`src/rtl/nanorv32_flow_ctrl_mi.sv`:
```
// Pipeline flow control for nanorv32: stalls, branch PC select, data-access wait
// states, and micro-ROM driven interrupt entry/return sequences.
module nanorv32_flow_ctrl_mi #(
    parameter int unsigned NUM_IRQ     = 4,
    parameter int unsigned UROM_AW     = 6,
    parameter int unsigned ENTRY_START = 0,
    parameter int unsigned ENTRY_STOP  = 3,
    parameter int unsigned EXIT_START  = 8,
    parameter int unsigned EXIT_STOP   = 10
) (
    input  logic               clk,
    input  logic               rst_n,
    input  logic               branch_taken,
    input  logic               datamem_read,
    input  logic               datamem_write,
    input  logic               hreadyd,
    input  logic               codeif_cpu_ready_r,
    input  logic [NUM_IRQ-1:0] irq,
    input  logic               reti_inst_detected,
    output logic [3:0]         pstate_r,
    output logic               force_stall_pstate,
    output logic               force_stall_pstate2,
    output logic               force_stall_reset,
    output logic               output_new_pc,
    output logic               data_access_cycle,
    output logic               irq_ack,
    output logic [3:0]         irq_id,
    output logic               in_irq,
    output logic               irq_bypass_inst_reg,
    output logic [UROM_AW-1:0] urom_addr
);

    typedef enum logic [3:0] {
        ST_RESET      = 4'd0,
        ST_CONT       = 4'd1,
        ST_BRANCH     = 4'd2,
        ST_WAITLD     = 4'd3,
        ST_IRQ_BEGIN  = 4'd4,
        ST_IRQ_CONT   = 4'd5,
        ST_IRQ_END    = 4'd6,
        ST_RETI_BEGIN = 4'd7,
        ST_RETI_CONT  = 4'd8,
        ST_RETI_END   = 4'd9
    } state_e;

    localparam logic [UROM_AW-1:0] ENTRY_START_A = UROM_AW'(ENTRY_START);
    localparam logic [UROM_AW-1:0] ENTRY_STOP_A  = UROM_AW'(ENTRY_STOP);
    localparam logic [UROM_AW-1:0] EXIT_START_A  = UROM_AW'(EXIT_START);
    localparam logic [UROM_AW-1:0] EXIT_STOP_A   = UROM_AW'(EXIT_STOP);

    state_e             pstate_q, pstate_d;
    logic [UROM_AW-1:0] urom_addr_q, urom_addr_d;
    logic [3:0]         irq_id_q, irq_id_d;
    logic               in_irq_q, in_irq_d;
    logic               bypass_q, bypass_d;

    logic               irq_pend, reti_q;
    logic [3:0]         irq_win;
    logic               irq_found;
    state_e             tail_next;

    assign irq_pend = (|irq) && !in_irq_q;
    assign reti_q   = reti_inst_detected && in_irq_q;

    // Common fall-through once nothing higher priority applies.
    assign tail_next = irq_pend ? ST_IRQ_BEGIN : (reti_q ? ST_RETI_BEGIN : ST_CONT);

    always_comb begin
        irq_win   = '0;
        irq_found = 1'b0;
        for (int unsigned i = 0; i < NUM_IRQ; i++) begin
            if (irq[i] && !irq_found) begin
                irq_win   = 4'(i);
                irq_found = 1'b1;
            end
        end
    end

    always_comb begin
        pstate_d            = pstate_q;
        urom_addr_d         = urom_addr_q;
        in_irq_d            = in_irq_q;
        irq_id_d            = irq_id_q;
        force_stall_pstate  = 1'b0;
        force_stall_pstate2 = 1'b0;
        force_stall_reset   = 1'b0;
        output_new_pc       = 1'b0;
        data_access_cycle   = 1'b0;
        irq_ack             = 1'b0;

        case (pstate_q)
            ST_RESET: begin
                force_stall_pstate  = 1'b1;
                force_stall_pstate2 = 1'b1;
                force_stall_reset   = 1'b1;
                pstate_d            = ST_CONT;
            end
            ST_CONT: begin
                if (branch_taken) begin
                    force_stall_pstate = 1'b1;
                    output_new_pc      = 1'b1;
                    pstate_d           = ST_BRANCH;
                end else if (datamem_read || datamem_write) begin
                    force_stall_pstate2 = 1'b1;
                    data_access_cycle   = 1'b1;
                    pstate_d            = ST_WAITLD;
                end else begin
                    pstate_d = tail_next;
                end
            end
            ST_BRANCH: begin
                output_new_pc = 1'b1;
                if (!codeif_cpu_ready_r) begin
                    force_stall_pstate = 1'b1;
                end else begin
                    pstate_d = tail_next;
                end
            end
            ST_WAITLD: begin
                // Back-to-back accesses take precedence over a branch here.
                if (!hreadyd) begin
                    force_stall_pstate  = 1'b1;
                    force_stall_pstate2 = 1'b1;
                end else if (datamem_read || datamem_write) begin
                    force_stall_pstate2 = 1'b1;
                    data_access_cycle   = 1'b1;
                end else if (branch_taken) begin
                    force_stall_pstate = 1'b1;
                    output_new_pc      = 1'b1;
                    pstate_d           = ST_BRANCH;
                end else begin
                    pstate_d = tail_next;
                end
            end
            ST_IRQ_BEGIN: begin
                irq_ack     = 1'b1;
                urom_addr_d = ENTRY_START_A;
                in_irq_d    = 1'b1;
                pstate_d    = ST_IRQ_CONT;
            end
            ST_IRQ_CONT: begin
                urom_addr_d = urom_addr_q + 1'b1;
                if (urom_addr_q == ENTRY_STOP_A) pstate_d = ST_IRQ_END;
            end
            ST_IRQ_END: pstate_d = ST_CONT;
            ST_RETI_BEGIN: begin
                urom_addr_d = EXIT_START_A;
                pstate_d    = ST_RETI_CONT;
            end
            ST_RETI_CONT: begin
                urom_addr_d = urom_addr_q + 1'b1;
                if (urom_addr_q == EXIT_STOP_A) pstate_d = ST_RETI_END;
            end
            ST_RETI_END: begin
                in_irq_d = 1'b0;
                pstate_d = ST_CONT;
            end
            default: pstate_d = ST_CONT;
        endcase

        if (pstate_d == ST_IRQ_BEGIN && pstate_q != ST_IRQ_BEGIN) irq_id_d = irq_win;
    end

    assign bypass_d = (pstate_q == ST_IRQ_BEGIN) || (pstate_q == ST_IRQ_CONT) ||
                      (pstate_q == ST_RETI_BEGIN) || (pstate_q == ST_RETI_CONT);

    always_ff @(posedge clk or negedge rst_n) begin
        if (!rst_n) begin
            pstate_q    <= ST_RESET;
            urom_addr_q <= '0;
            irq_id_q    <= '0;
            in_irq_q    <= 1'b0;
            bypass_q    <= 1'b0;
        end else begin
            pstate_q    <= pstate_d;
            urom_addr_q <= urom_addr_d;
            irq_id_q    <= irq_id_d;
            in_irq_q    <= in_irq_d;
            bypass_q    <= bypass_d;
        end
    end

    assign pstate_r            = pstate_q;
    assign urom_addr           = urom_addr_q;
    assign irq_id              = irq_id_q;
    assign in_irq              = in_irq_q;
    assign irq_bypass_inst_reg = bypass_q;

endmodule
```
`config.mk`:
```
export PLATFORM = sky130hd
export DESIGN_NAME = nanorv32_flow_ctrl_mi
export DESIGN_NICKNAME = d
export VERILOG_FILES = /design/src/rtl/nanorv32_flow_ctrl_mi.sv
export SDC_FILE = /design/constraint.sdc
export NUM_CORES = 1
export LEC_CHECK = 0
export CAP_MARGIN = 10
export CORE_MARGIN = 2
export CORE_UTILIZATION = 37
export CTS_BUF_LIST = sky130_fd_sc_hd__clkbuf_4 sky130_fd_sc_hd__clkbuf_8
export DETAILED_ROUTE_END_ITERATION = 10
export GPL_TIMING_DRIVEN = 0
export PLACE_DENSITY_LB_ADDON = 0.1
export SYNTH_ARGS = -nofsm -noshare
export SYNTH_HDL_FRONTEND = slang
export SYNTH_SLANG_ARGS = --single-unit
```
`constraint.sdc`:
```
create_clock -name clk -period 2.7 [get_ports clk]
set_clock_uncertainty 0.2 [all_clocks]
set_input_delay 0.405 -clock clk [delete_from_list [all_inputs] [get_ports clk]]
set_output_delay 0.405 -clock clk [all_outputs]
set_load 0.01 [all_outputs]
```
==> qor.yml, run 1 <==
status: "finished with violations"
violations: "DRC"
die_h_um: 58.80
cts_tree: "yes"
wl_mm: 2.872
preCtsSetupSlack_ns: -0.1242
rsz0062_at_grt: "false"
setup_viol: 0
ant_nets: 0
vias_per_cell: 5.567
max_clock_freq_mhz: 381.3
worst-slew-pin-transition_ns: 0.6281
postLayoutCoreUtil_pct: 53.61
fin_hold_ws_ns: 0.2859
start_util_pct: 39.61
fin_crit_sh_pct: 97.13
hold_path_class: "reg -> reg"
io_buffer_count: 30
grt_max_degree: 15
grt_use_total_pct: 18.68
r2r_setup_slack_ns: 0.31
timing.rr.end: "irq_id[0]"
p_clk_share_pct: 9.0
wl_per_cell_um: 13.81
drc: 3
row_count: 19
cts_root_buf: "clkbuf_4"
path_class: "in -> out"
hold_violations: 0
area_delta_synth_final_pct: 35.36
worstPathRequired_ns: 2.10
synth_edf_count: 0
drv_slew: 0
largest_reg_flops: 6
dp_hpwl_mm: 2.257
cts-resized-gates: 3
nFillCells: 284
setup_slack_ns: 0.07741
crit_fanout: 4
antenna_found_initial: 0
yosys_most_used_dff: "dfrtp_1"
htreeDepth: 1
clkLatencyLatePin_ns: 0.29
gp_congestion: 0.8481
grt_pass1_wl_mm: 4.864
leakagePower_nw: 0.6470
syn-instance-count: 143
postCtsHoldBufs: 0
drtIter0Drc: 39
holdPathStages: 1
p_int_mw: 0.9380
diodes: 0
synth_warnings: 0
p_per_area_mw_per_mm2: 1128
synth_cell_types: 45
p_sw_mw: 0.7587
seqPwrFrac_pct: 22.3
boundaryPins: 34
cts_setup_buffers: 0
synth_seq_cells: 14
layout.cells.non_filler: 208
place_inst: 205
power_switching_share_pct: 44.72
endpoint_kind: "output pin"
maxSlewHeadroom_pct: 58.00
netlist_area_mm2: 0.001111
grt_pass1_vias: 1054
ys_seq_area_share_pct: 31.53
cp-start-kind: "input pin"
drive_gt1_share_pct: 11.86
path_clk_slew_ns: 0.08
crit_arrival_ns: 2.02
final_nets: 192
maxCapViolCount: 0
r2r-start: "urom_addr[0]"
worstHoldEndpoint: "irq_id[1]"
reg2regPathDepth: 7
power_frac_comb_pct: 68.7
numClockSinks: 14
overflow: 0
async_flop_share_pct: 100.0
vdd_ir_drop_max_mv: 0.4952
power_mw: 1.697
dieArea_mm2: 0.003457
drt-pass1-iter-count: 7
hold_start: "irq_id[1]"
min_period_ns: 2.623
die-width_um: 58.80
vias: 1158
core_area_mm2: 0.002805
clockBufferDepth: 2
avgSynthCellArea_um2: 7.770
numCtsBuffers: 3
==> worst max-delay path, stage by stage <==
cell             delay [ns]
clkdlybuf4s50_1        0.52
or3b_4                 0.43
a21oi_2                0.15
nor2_1                 0.05
clkdlybuf4s50_1        0.47
==> layout make-up <==
| class | instances | area (um^2) | share of cell area (%) |
|---|---|---|---|
| well taps | 31 | 38.79 | 2.579 |
| plain buffers | 9 | 60.06 | 3.993 |
| multi-input cells | 113 | 693.2 | 46.09 |
| repair buffers | 30 | 299.0 | 19.88 |
| inverters | 7 | 26.28 | 1.747 |
| clock buffers | 4 | 36.28 | 2.413 |
| flip-flops and latches | 14 | 350.3 | 23.29 |
==> metrics by stage <==
stage	cell area, um^2	setup TNS [ns]
finish	1504	0
global route	1504	0
CTS	1494	0
detailed placement	1454	-0.1664
global placement	1454	-0.1776
floorplan	1115	0
==> cell usage after synthesis, types with 3 or more instances <==
cell type | count | area, um^2
nor3_1 | 7 | 35.03
nor2_1 | 16 | 60.06
nand2_1 | 20 | 75.07
clkbuf_1 | 5 | 18.77
o21ai_0 | 9 | 45.04
xor2_1 | 3 | 26.28
inv_1 | 7 | 26.28
dfrtp_1 | 14 | 350.3
a21oi_1 | 13 | 65.06
nand2b_1 | 3 | 18.77
==> worst max-delay path by stage <==
stage,startpoint,slack (ns),depth (start not counted),endpoint
2_1_floorplan,urom_addr[0],0.43,7,irq_id[0]
3_3_place_gp,hreadyd,-0.13,6,output_new_pc
3_5_place_dp,hreadyd,-0.12,6,output_new_pc
4_1_cts,pstate_r[3],0.05,5,force_stall_pstate
5_1_grt,pstate_r[1],0.01,5,force_stall_reset
6_report,hreadyd,0.08,5,force_stall_pstate2
==> power groups by stage <==
stage | Clock [mW] | Combinational [mW] | Sequential [mW]
3_3_place_gp | 0 | 1.17 | 0.372
2_1_floorplan | 0 | 0.708 | 0.400
5_1_grt | 0.171 | 1.29 | 0.393
6_report | 0.153 | 1.17 | 0.378
4_1_cts | 0.161 | 1.17 | 0.371
3_5_place_dp | 0 | 1.17 | 0.375
==> metal layers <==
metal  wire [um]  GRT usage (%)
met1        1275          24.31
met2        1341          30.79
met3         207          4.615
met4          47          5.195
met5           0              0
==> logic make-up after synthesis <==
group	share of synthesized area (%)
AO/OA/AOI/OAI	23.76
XOR/XNOR	2.365
adder cells (fa/ha/maj)	2.252
buffers and inverters	7.883
flip-flops	31.53
multiplexers	2.027
other	0.3375
AND/OR/NAND/NOR	29.84
==> placed cells by master, fill, tap and decap left out, drive strengths merged, types with 2 or more instances in the layout <==
| cell type | Yosys | routed |
|---|---|---|
| o221ai | 3 | 3 |
| nor2b | 2 | 2 |
| xor2 | 3 | 3 |
| clkbuf | 5 | 8 |
| inv | 7 | 7 |
| a21oi | 14 | 14 |
| a21o | 2 | 2 |
| conb | 1 | 2 |
| nand2 | 20 | 20 |
| nand2b | 4 | 4 |
| or2 | 2 | 2 |
| nor2 | 16 | 16 |
| mux2 | 2 | 2 |
| ha | 2 | 2 |
| o22ai | 2 | 2 |
| nor3 | 8 | 8 |
| and2 | 2 | 2 |
| clkdlybuf4s50 | 0 | 29 |
| buf | 5 | 5 |
| o211ai | 2 | 2 |
| nand4 | 2 | 2 |
| o21ai | 10 | 10 |
| or3 | 2 | 2 |
| dfrtp | 14 | 14 |
Power figures use the tool's default switching activity.
==> inputs of run 2 (changes only) <==
--- a/config.mk
+++ b/config.mk
@@ -11,7 +11,7 @@
 export CTS_BUF_LIST = sky130_fd_sc_hd__clkbuf_4 sky130_fd_sc_hd__clkbuf_8
 export DETAILED_ROUTE_END_ITERATION = 10
 export GPL_TIMING_DRIVEN = 0
-export PLACE_DENSITY_LB_ADDON = 0.1
+export PLACE_DENSITY = 0.73
 export SYNTH_ARGS = -nofsm -noshare
 export SYNTH_HDL_FRONTEND = slang
 export SYNTH_SLANG_ARGS = --single-unit
==> qor.yml, run 2 (synthesis gave the netlist of run 1 again) <==
leakagePower_nw: 0.6439  # was 0.6470 nW
core_area_mm2: 0.002805  # unchanged
max_clock_freq_mhz: 380.5  # was 381.3 MHz
status: "finished with violations"  # unchanged
crit_top_cell: "clkdlybuf4s50_1"  # unchanged
drt-pass1-iter-count: 7  # unchanged
vias_per_cell: 5.505  # was 5.567
wl_per_cell_um: 14.10  # was 13.81 um
boundaryPins: 34  # unchanged
vias: 1145  # was 1158
final_nets: 192  # unchanged
start_util_pct: 39.61  # unchanged
largest_reg_flops: 6  # unchanged
io_buffer_count: 30  # unchanged
die_h_um: 58.80  # unchanged
layout.cells.non_filler: 208  # unchanged
worst-slew-pin-transition_ns: 0.6328  # was 0.6281 ns
max_stage_delay_ns: 0.49  # was 0.52 ns
grt_pass1_vias: 1096  # was 1054
drtIter0Drc: 41  # was 39
cts_setup_buffers: 0  # unchanged
clockBufferDepth: 2  # unchanged
p_per_area_mw_per_mm2: 1134  # was 1128 mW/mm^2
postLayoutCoreUtil_pct: 53.43  # was 53.61%
drive_gt1_share_pct: 10.73  # was 11.86%
hold_path_class: "in -> async"  # was reg -> reg
hold_violations: 0  # unchanged
crit_arrival_ns: 2.02  # about the same
path_buf_inv: 2  # unchanged
vdd_ir_drop_max_mv: 0.4602  # was 0.4952 mV
ant_nets: 0  # unchanged
dp_hpwl_mm: 2.295  # was 2.257 mm
placed_area_mm2: 0.001454  # unchanged
power_mw: 1.700  # was 1.697 mW
fin_setup_tns_ns: 0  # unchanged
maxCapViolCount: 0  # unchanged
wl_mm: 2.932  # was 2.872 mm
crit_path_cell_trace: "clkdlybuf4s50_1 -> or3b_4 -> a21oi_1 -> nor2_1 -> clkdlybuf4s50_1"  # was clkdlybuf4s50_1 -> or3b_4 -> a21oi_2 -> nor2_1 -> clkdlybuf4s50_1
path_class: "in -> out"  # unchanged
cts_tree: "yes"  # unchanged
grt_max_degree: 15  # unchanged
drv_slew: 0  # unchanged
r2r_setup_slack_ns: 0.28  # was 0.31 ns
finalInstanceArea_mm2: 0.001499  # was 0.001504 mm^2
cp_slowest_cell: "clkdlybuf4s50_1"  # unchanged
layout_common_cells: "clkdlybuf4s50_1 (29), nand2_1 (20), nor2_1 (14), dfrtp_1 (14), a21oi_1 (13)"  # was clkdlybuf4s50_1 (29), nand2_1 (20), nor2_1 (14), dfrtp_1 (14), a21oi_1 (12)
numClockSinks: 14  # unchanged
area_delta_synth_final_pct: 34.91  # was 35.36%
grt_use_total_pct: 18.44  # was 18.68%
drc: 2  # was 3
final_common_cell: "clkdlybuf4s50_1"  # unchanged
cts_root_buf: "clkbuf_4"  # unchanged
path_clk_slew_ns: 0.09  # was 0.08 ns
grt_pass1_wl_mm: 4.830  # was 4.864 mm
cp-start-kind: "input pin"  # unchanged
die-width_um: 58.80  # unchanged
numCtsBuffers: 3  # unchanged
gp_congestion: 0.9250  # was 0.8481
maxSlewHeadroom_pct: 57.68  # was 58.00%
min_period_ns: 2.628  # was 2.623 ns
cp_top_family: "buffers and inverters"  # unchanged
violations: "DRC"  # unchanged
rsz0062_at_grt: "false"  # unchanged
htreeDepth: 1  # unchanged
antenna_found_initial: 0  # unchanged
endpoint_kind: "output pin"  # unchanged
setup_viol: 0  # unchanged
place_inst: 205  # unchanged
row_count: 19  # unchanged
worstPathRequired_ns: 2.10  # about the same
overflow: 0  # unchanged
clkLatencyLatePin_ns: 0.28  # was 0.29 ns
fin_crit_sh_pct: 97.33  # was 97.13%
crit_fanout: 4  # unchanged
dieArea_mm2: 0.003457  # unchanged
diodes: 0  # unchanged
-- run 2: cell types whose count changed in the layout (fill, tap and decap cells not counted) --
cell,previous run,this run
a21oi_1,12,13
a21oi_2,2,1
clkbuf_1,2,3
clkbuf_2,2,1
-- run 2: repair_timing --
item / CTS / global route
gates resized for setup: 3 / 4
hold endpoints to repair: 0 / 0
endpoints found under the setup margin: 4 / 3
hold buffers: 0 / 0
pin swaps: 0 / 0
-- run 2: area by class of cell --
| cell class | instances | area [um^2] |
|---|---|---|
| plain buffers | 9 | 58.81 |
| clock buffers | 4 | 36.28 |
| fillers | 283 | 1306 |
| inverters | 7 | 26.28 |
| multi-input cells | 113 | 689.4 |
| flip-flops and latches | 14 | 350.3 |
| well taps | 31 | 38.79 |
| repair buffers | 30 | 299.0 |
-- run 2: power breakdown --
group	switching (mW)	internal, mW
combinational	0.600	0.565
clock	0.0718	0.0821
sequential	0.0936	0.287
total	0.766	0.934
-- run 2: final timing paths --
check                             start                  end  depth (start not counted)
max                             hreadyd  force_stall_pstate2                          5
min                               rst_n         urom_addr[4]                          1
max reg2reg                urom_addr[0]            irq_id[0]                          7
min reg2reg                   irq_id[1]            irq_id[1]                          1
max in group asynchronous         rst_n          pstate_r[1]                          1
min in group clk              irq_id[1]            irq_id[1]                          1
-- run 2: worst reg2reg max path: stages (launching register included) --
cell      delay, ns
dfrtp_1        0.47
ha_1           0.27
nand2_1        0.09
nor3_2         0.06
a222oi_1       0.42
o221ai_2       0.19
nor4_4         0.27
mux2_1         0.35
-- run 2: metal layers --
metal  wire, um  track usage (%)  share of wire, %  vias to the layer above
met3        165            3.516               5.6                        4
li1           -                -                 -                      567
met1       1245            23.48                42                      540
met5          0                0                 0                        -
met2       1482            31.90                51                       34
met4         38            4.870               1.3                        0
-- run 2: through the flow --
step / hold WS (ns) / worst slack (ns)
final: 0.3007 / 0.07197
after CTS: 0.3073 / 0.05416
after detailed placement: 0.2874 / -0.1259
after floorplan: -0.09059 / 0.4306
after global routing: 0.3292 / 0.01348
after global placement: 0.2732 / -0.1232
